[config.mk]
export PLATFORM = sky130hd
export DESIGN_NAME = pci_req_arbiter
export DESIGN_NICKNAME = d
export VERILOG_FILES = /design/src/rtl/pci_arb_pkg.sv /design/src/rtl/rr_pick4.sv /design/src/rtl/pci_req_arbiter.sv
export SDC_FILE = /design/constraint.sdc
export NUM_CORES = 1
export LEC_CHECK = 0
export ABC_AREA = 1
export BUFFER_PORTS_ARGS = -buffer_cell sky130_fd_sc_hd__buf_2
export CORE_ASPECT_RATIO = 0.9
export CORE_MARGIN = 2
export CORE_UTILIZATION = 30
export DETAILED_ROUTE_END_ITERATION = 7
export HOLD_SLACK_MARGIN = 0.12
export SLEW_MARGIN = 20
export SYNTH_ARGS = -nofsm -noshare
export SYNTH_HDL_FRONTEND = slang
export SYNTH_SLANG_ARGS = --single-unit
[constraint.sdc]
create_clock -name clk -period 5 [get_ports clk]
set_input_delay 0.5 -clock clk [delete_from_list [all_inputs] [get_ports clk]]
set_output_delay 0.5 -clock clk [all_outputs]
set_load 0.05 [all_outputs]
[src/rtl/pci_arb_pkg.sv]
// Shared types and constants for the four-agent PCI request arbiter.
package pci_arb_pkg;

  localparam int unsigned NUM_AGENTS          = 4;
  localparam int unsigned IDX_W               = 2;
  localparam int unsigned GNT_TIMEOUT_DEFAULT = 16;
  // Wide enough for the largest legal GNT_TIMEOUT (31).
  localparam int unsigned CNT_W               = 5;

  typedef enum logic [1:0] {
    StIdle,
    StGrant,
    StBusy
  } arb_state_e;

endpackage

[src/rtl/rr_pick4.sv]
// Combinational round-robin finder: first active request after `last`, wrapping back to `last`.
module rr_pick4
  import pci_arb_pkg::*;
(
  input  logic [NUM_AGENTS-1:0] req,
  input  logic [IDX_W-1:0]      last,
  output logic [IDX_W-1:0]      winner,
  output logic                  any
);

  logic [IDX_W-1:0] cand;

  always_comb begin
    winner = last;
    any    = 1'b0;
    cand   = '0;
    // Offset NUM_AGENTS wraps to `last` itself, so the previous owner is scanned last.
    for (int unsigned k = 1; k <= NUM_AGENTS; k++) begin
      cand = last + IDX_W'(k);
      if (!any && req[cand]) begin
        winner = cand;
        any    = 1'b1;
      end
    end
  end

endmodule

[src/rtl/pci_req_arbiter.sv]
// Four-agent PCI REQ#/GNT# arbiter with round-robin fairness and unused-grant timeout.
// Optional bus parking in IDLE is enabled by defining PCI_ARB_PARK_EN.
module pci_req_arbiter
  import pci_arb_pkg::*;
#(
  parameter int unsigned GNT_TIMEOUT = GNT_TIMEOUT_DEFAULT
) (
  input  logic                  clk,
  input  logic                  reset,
  input  logic [NUM_AGENTS-1:0] req_n,
  input  logic                  frame_n,
  input  logic                  irdy_n,
  output logic [IDX_W-1:0]      gnt_idx,
  output logic                  gnt_valid,
  output logic                  bus_busy
);

  localparam logic [CNT_W-1:0] CntLast = CNT_W'(GNT_TIMEOUT - 1);
  localparam logic [CNT_W-1:0] CntMax  = '1;

  arb_state_e       state_q, state_d;
  logic [IDX_W-1:0] gnt_idx_q, gnt_idx_d;
  logic             gnt_valid_q, gnt_valid_d;
  logic             bus_busy_q, bus_busy_d;
  logic [CNT_W-1:0] cnt_q, cnt_d;
  logic [IDX_W-1:0] last_q, last_d;
  logic             release_grant;

  logic [IDX_W-1:0] winner;
  logic             any_req;

  rr_pick4 u_pick (
    .req    (~req_n),
    .last   (last_q),
    .winner (winner),
    .any    (any_req)
  );

`ifdef PCI_ARB_PARK_EN
  // Parking target: agent 0 out of reset, then the most recent owner.
  logic [IDX_W-1:0] park_q, park_d;
`endif

  always_comb begin
    state_d       = state_q;
    gnt_idx_d     = gnt_idx_q;
    gnt_valid_d   = gnt_valid_q;
    bus_busy_d    = bus_busy_q;
    cnt_d         = cnt_q;
    last_d        = last_q;
    release_grant = 1'b0;
`ifdef PCI_ARB_PARK_EN
    park_d        = park_q;
`endif

    unique case (state_q)
      StIdle: begin
        if (any_req) begin
          gnt_idx_d   = winner;
          gnt_valid_d = 1'b1;
          cnt_d       = '0;
          state_d     = StGrant;
        end else begin
`ifdef PCI_ARB_PARK_EN
          gnt_idx_d   = park_q;
          gnt_valid_d = 1'b1;
`else
          gnt_valid_d = 1'b0;
`endif
        end
      end

      StGrant: begin
        if (!frame_n) begin
          state_d    = StBusy;
          bus_busy_d = 1'b1;
        end else if (req_n[gnt_idx_q]) begin
          release_grant = 1'b1;
        end else if (cnt_q == CntLast) begin
          release_grant = 1'b1;
        end else if (cnt_q != CntMax) begin
          cnt_d = cnt_q + 1'b1;
        end
      end

      StBusy: begin
        if (frame_n && irdy_n) begin
          release_grant = 1'b1;
          bus_busy_d    = 1'b0;
        end
      end

      default: begin
        state_d = StIdle;
      end
    endcase

    if (release_grant) begin
      gnt_valid_d = 1'b0;
      last_d      = gnt_idx_q;
      state_d     = StIdle;
`ifdef PCI_ARB_PARK_EN
      park_d      = gnt_idx_q;
`endif
    end
  end

  always_ff @(posedge clk) begin
    if (reset) begin
      state_q     <= StIdle;
      gnt_idx_q   <= '0;
      gnt_valid_q <= 1'b0;
      bus_busy_q  <= 1'b0;
      cnt_q       <= '0;
      last_q      <= IDX_W'(NUM_AGENTS - 1);
`ifdef PCI_ARB_PARK_EN
      park_q      <= '0;
`endif
    end else begin
      state_q     <= state_d;
      gnt_idx_q   <= gnt_idx_d;
      gnt_valid_q <= gnt_valid_d;
      bus_busy_q  <= bus_busy_d;
      cnt_q       <= cnt_d;
      last_q      <= last_d;
`ifdef PCI_ARB_PARK_EN
      park_q      <= park_d;
`endif
    end
  end

  assign gnt_idx   = gnt_idx_q;
  assign gnt_valid = gnt_valid_q;
  assign bus_busy  = bus_busy_q;

endmodule

# --- Word level (Yosys, flattened, before mapping) ---
# Cells that the tools add are included.
# W data, S select, Z words.
op_classes:
  n_div: 0
  n_reduce_logical: 15
  multipliers: 0
  magnitude_cmp: 5
  muxes: 36
  n_addsub: 4
  n_eq_ne: 11
  bitwise_logic: 2
  n_shift: 0
op_table:
  columns: ["cell", "n"]
  rows:
  - ["$mux W5", 5]
  - ["$mux W1", 16]
  - ["$lt A2 B3 Y1 const B", 5]
  - ["$ne A2 B2 Y1 const B", 7]
  - ["$mux W2", 6]
  - ["$bmux W1 S2", 5]
  - ["$pmux W5 S2", 1]
  - ["$pmux W2 S3", 1]
  - ["$reduce_and A3 Y1", 2]
  - ["$reduce_and A6 Y1", 1]
  - ["$add A5 B1 Y5 const B", 1]
  - ["$eq A5 B4 Y1 const B", 1]
  - ["$ne A5 B5 Y1 const B", 1]
  - ["$add A2 B2 Y2 const B", 2]
  - ["$logic_and A1 B1 Y1", 4]
  - ["$not A4 Y4", 1]
  - ["$pmux W1 S2", 2]
  - ["$reduce_bool A2 Y1", 2]
  - ["$logic_not A1 Y1", 3]
  - ["$add A2 B1 Y2 const B", 1]
  - ["$eq A2 B1 Y1 const B", 1]
  - ["$eq A2 B2 Y1 const B", 1]
  - ["$logic_not A2 Y1", 1]
  - ["$reduce_and A2 Y1", 1]
  - ["other kinds (2)", 2]
totals:
  latchBits: 0
  rom_bits: 0
  regBits: 13
  out_inout_bits: 4
  n_memories: 0
  mem_bits_rw: 0

# --- Depth between registers and ports, before layout ---
logic_depth:
  ltp_word: 15
  depth_mapped: 13

# --- Modules after synthesis ---
# Synthesis repeated with hierarchy kept, for this count alone.
hier_totals:
  hier_cells: 157
  hier_area_um2: 1008.5
modules_own_cells:
  columns: ["module", "seq_area_each_um2", "cells_per_inst", "n_inst", "area_each_um2"]
  rows:
  - ["pci_req_arbiter", 260.2, 111, 1, 777.0]
  - ["rr_pick4", 0.0, 46, 1, 231.5]

# --- Worst setup path before layout ---
# Ideal clock, no wire load.
synth_path:
  path_kind: "flip-flop to flip-flop"
  start: "register gnt_idx_q[0] (netlist: gnt_idx[0])"
  end: "register cnt_q[4]"
  setup_ns: 0.113
  stages_incl_launch_ff: 10
  t_required_ns: 4.887
  period_less_slack_ns: 1.653
  slack_ns: 3.347
  path_buffers: 0
  t_arrival_ns: 1.540
  path_cell_list: "dfxtp_1 > inv_1 > nand2_1 > nand3_1 > nand2_1 > nand2_1 > o22ai_2 > nand2_4 > o21ai_1 > nor2_1"
synth_between:
  elab_chain_cells: 4
synth_lines:
  columns: ["element", "line", "rtl"]
  rows:
  - ["start: declaration", "pci_req_arbiter.sv:22", "logic [IDX_W-1:0] gnt_idx_q, gnt_idx_d;"]
  - ["start signal: assignment", "pci_req_arbiter.sv:121", "gnt_idx_q <= gnt_idx_d;"]
  - ["$bmux W1 S2", "pci_req_arbiter.sv:77", "end else if (req_n[gnt_idx_q]) begin"]
  - ["$mux W1 (implied by the code)", "pci_req_arbiter.sv:77", null]
  - ["$ne A2 B2 Y1 (no line)", null, null]
  - ["$reduce_and A6 Y1 (no line)", null, null]
  - ["end signal: assignment", "pci_req_arbiter.sv:124", "cnt_q <= cnt_d;"]
  - ["end: declaration", "pci_req_arbiter.sv:25", "logic [CNT_W-1:0] cnt_q, cnt_d;"]
# No other way between the ends. The select of a mux whose other input is x is not followed.
# A chain may end at the register's enable or synchronous reset.

# --- Final worst setup path ---
layout_path:
  start: "register cnt_q[0]"
  end: "register cnt_q[4]"
layout_between:
  elab_chain_cells: 6
  word_cells_on_any_way: 11
layout_lines:
  columns: ["element", "line", "rtl"]
  rows:
  - ["$add A5 B1 Y5", "pci_req_arbiter.sv:82", "cnt_d = cnt_q + 1'b1;"]
  - ["$mux W5", "pci_req_arbiter.sv:81", "end else if (cnt_q != CntMax) begin"]
  - ["$mux W5", "pci_req_arbiter.sv:79", "end else if (cnt_q == CntLast) begin"]
  - ["$mux W5", "pci_req_arbiter.sv:77", null]
  - ["$mux W5", "pci_req_arbiter.sv:74", "if (!frame_n) begin"]
  - ["$pmux W5 S2", "pci_req_arbiter.sv:56", "unique case (state_q)"]
# Parallel ways exist; a longest one is shown, timed or not. The select of a mux whose other input is x is not followed.

==> flow_summary.yaml <==
cts:
  clkTransAtPathRegs_ps: 50
  clock_path_buffers: 2
  ctsResizeCount: 0
  post-cts-setup-buffers: 0
  cts_tree: "built"
  cts_htree_levels: 1
  clock_latency_ps: 240
  cts_buffers: 3
  cts_hold_buf: 0
  root_buffer: "clkbuf_8"
  clkSinkCount: 13
pwr:
  p_sw_share_pct: 50.9
  p_per_area_mw_per_mm2: 549
  seqPwrFrac_pct: 24.8
  peakVddDrop_mv: 0.278
  p_int_w: 0.000322
  p_comb_share_pct: 61.1
  switching_power_w: 0.000333
  p_clk_share_pct: 14.1
  p_leak_nw: 0.583
floorplan:
  placementRows: 20
  die_h_um: 60.2
  coreArea_mm2: 0.00338
  dieArea_mm2: 0.00400
  dieWidth_um: 66.5
  start_util_pct: 31.2
  io_pins: 12
setup_path:
  arrival_ps: 1900
  reg2reg_slack_ps: 3240
  cp_slowest_stage_delay_ps: 330
  start_kind: "register"
  cp_cell_sequence: "ha_1 -> nand2_1 -> nor2_1 -> ha_1 -> or2_1 -> o22ai_2 -> nand2_4 -> o21ai_1 -> nor2_1"
  r2r-start: "cnt_q[0]$_SDFFE_PP0P_"
  cp.buffers_inverters: 0
  worstSetupPathType: "register to register"
  cp_data_required_time_ps: 5140
  endpoint_kind: "register"
  critPathMaxFanout: 6
  reg2reg_to: "cnt_q[4]$_SDFFE_PP0P_"
  crit_slowest_cell: "dfxtp_1"
  ff2ff_path_depth: 9
  cp_top_family: "simple AND/OR/NAND/NOR gates"
drt:
  wl_um: 2080
  drcViolationCount: 0
  routedWlPerCell_um: 9.50
  ant_nets: 0
  dr.pass1.iters: 4
  drt-vias-per-instance: 4.62
  drtIter0Drc: 56
  dr_total_vias: 1011
yosys:
  syn_area_per_cell_um2: 6.50
  synth.distinct_cells: 27
  ys_ff_latch: 13
  syn_area_mm2: 0.00105
  synth_seq_area_share_pct: 24.7
  yosys_warnings: 0
  synth_nets: 176
  synth_cells: 162
layout:
  final_common_cell: "nand2_1"
  fillers: 371
  layout-drive-gt1-share_pct: 21.1
  diodes: 0
  area_growth_syn_to_layout_pct: 13.3
  nets: 190
  layout.cells.non_filler: 219
  layout_common_cells: "nand2_1 (48), inv_1 (21), nand3_1 (19)"
  fin_area_mm2: 0.00119
global_routing:
  grt_usage_pct: 11.7
  grt_pass1_vias: 872
  gr-total-overflow: 0
  grt_max_degree: 9
  grt_pass1_wl_um: 3660
  antenna_found_initial: 0
placed_design:
  placed_area_mm2: 0.00115
  dp_hpwl_um: 1680
  dp_slack_ps: 3260
  port_buffers: 11
  dp_cells: 215
  globalplace.congestion: 0.816
hold_path:
  min_from: "gnt_valid$_SDFFE_PP0P_"
  min_to: "gnt_valid$_SDFFE_PP0P_"
  hold_path_class: "register to register"
  hold_depth: 2
timing:
  fin_worst_skew_ps: 5.62
  finalCriticalPeriod_ps: 1760
  fmax_mhz: 569
  period_share_pct: 35.2
  drv_slew: 0
  final.setup.tns_ps: 0
  hold_viol: 0
  fin_ws_ps: 3240
  final-setup-viol-count: 0
  slew_headroom_pct: 72.6
  rsz0062_at_grt: "no"
  worstMarginPinSlew_ps: 411
job:
  maxCapViolations: 0
run_status:
  outcome: "finished clean"
synth_stat cells:
cell | number | share of area (%)
a21boi_0 | 1 | 0.71
o22ai_2 | 1 | 1.2
dfxtp_1 | 13 | 25
inv_8 | 1 | 1.1
nor2_1 | 12 | 4.3
nand2_2 | 9 | 5.3
buf_6 | 1 | 1.1
clkbuf_1 | 1 | 0.36
xor2_1 | 1 | 0.83
inv_1 | 21 | 7.5
o21ai_2 | 1 | 0.83
nand3_1 | 19 | 9.0
nor3b_1 | 1 | 0.71
nand4_1 | 1 | 0.59
o211ai_1 | 3 | 2.1
and2_1 | 1 | 0.59
a21oi_1 | 4 | 1.9
ha_1 | 6 | 7.1
o21ai_0 | 4 | 1.9
or2_1 | 1 | 0.59
inv_2 | 2 | 0.71
nand2_4 | 3 | 3.2
a21oi_2 | 4 | 3.3
nand2_1 | 48 | 17
nand3_4 | 1 | 1.7
o21ai_1 | 1 | 0.47
nor2_4 | 1 | 1.1
power groups by stage:
stage,clock [W],sequential (W),combinational (W)
floorplan,0,0.000203,0.000290
global placement,0,0.000165,0.000399
detailed placement,0,0.000165,0.000399
CTS,0.0000954,0.000163,0.000403
global route,0.000100,0.000167,0.000454
finish,0.0000921,0.000163,0.000400
through the flow:
stage          hold slack [ps]  power, W  util, %
2_1_floorplan              470  0.000493        -
3_3_place_gp               467  0.000564     34.0
3_5_place_dp               470  0.000564     34.0
4_1_cts                    478  0.000661     35.3
5_1_grt                    505  0.000720     35.3
6_report                   479  0.000655     35.3
state kept, by name, indices dropped and copies added, names as in the netlist:
register / count
last_q: 2
gnt_idx: 2
gnt_valid: 1
state_q: 2
cnt_q: 5
bus_busy: 1
how the worst max path moves through the flow:
stage                                  startpoint                     to  cells after the start
final                       cnt_q[0]$_SDFFE_PP0P_  cnt_q[4]$_SDFFE_PP0P_                      9
after CTS                   cnt_q[0]$_SDFFE_PP0P_  cnt_q[4]$_SDFFE_PP0P_                      9
after global routing        cnt_q[0]$_SDFFE_PP0P_  cnt_q[4]$_SDFFE_PP0P_                     10
after detailed placement    cnt_q[0]$_SDFFE_PP0P_  cnt_q[4]$_SDFFE_PP0P_                      9
after global placement      cnt_q[0]$_SDFFE_PP0P_  cnt_q[4]$_SDFFE_PP0P_                      9
after floorplan           gnt_idx[0]$_SDFFE_PP0P_  cnt_q[4]$_SDFFE_PP0P_                      9
final cells by class:
cell class | count | area [µm²] | area share, %
multi-input cells | 123 | 681 | 57.0
flip-flops and latches | 13 | 260 | 21.8
inverters | 24 | 97.6 | 8.18
repair buffers | 11 | 55.1 | 4.61
well taps | 44 | 55.1 | 4.61
clock buffers | 4 | 45.0 | 3.77
worst min-delay path, delay by kind of cell (launching register included):
family	cells	cell delay, ps
compound gates	1	70
flops	1	310
simple gates	1	60
per-layer routing:
metal | GRT usage (%) | vias to the layer above | part of all wire (%)
met2 | 17.9 | 10 | 41
met4 | 5.25 | 0 | 1.8
met3 | 1.88 | 5 | 2.7
li1 | - | 542 | -
met5 | 0 | - | 0
met1 | 16.1 | 454 | 54
cell families after synthesis:
family | Yosys count | share of synthesized area (%)
simple gates | 97 | 44.2
buf+inv | 26 | 10.7
compound gates | 19 | 12.5
flops | 13 | 24.7
fa+ha+maj | 6 | 7.13
xor+xnor | 1 | 0.832
Note: power is estimated with default switching activity, not from simulation.
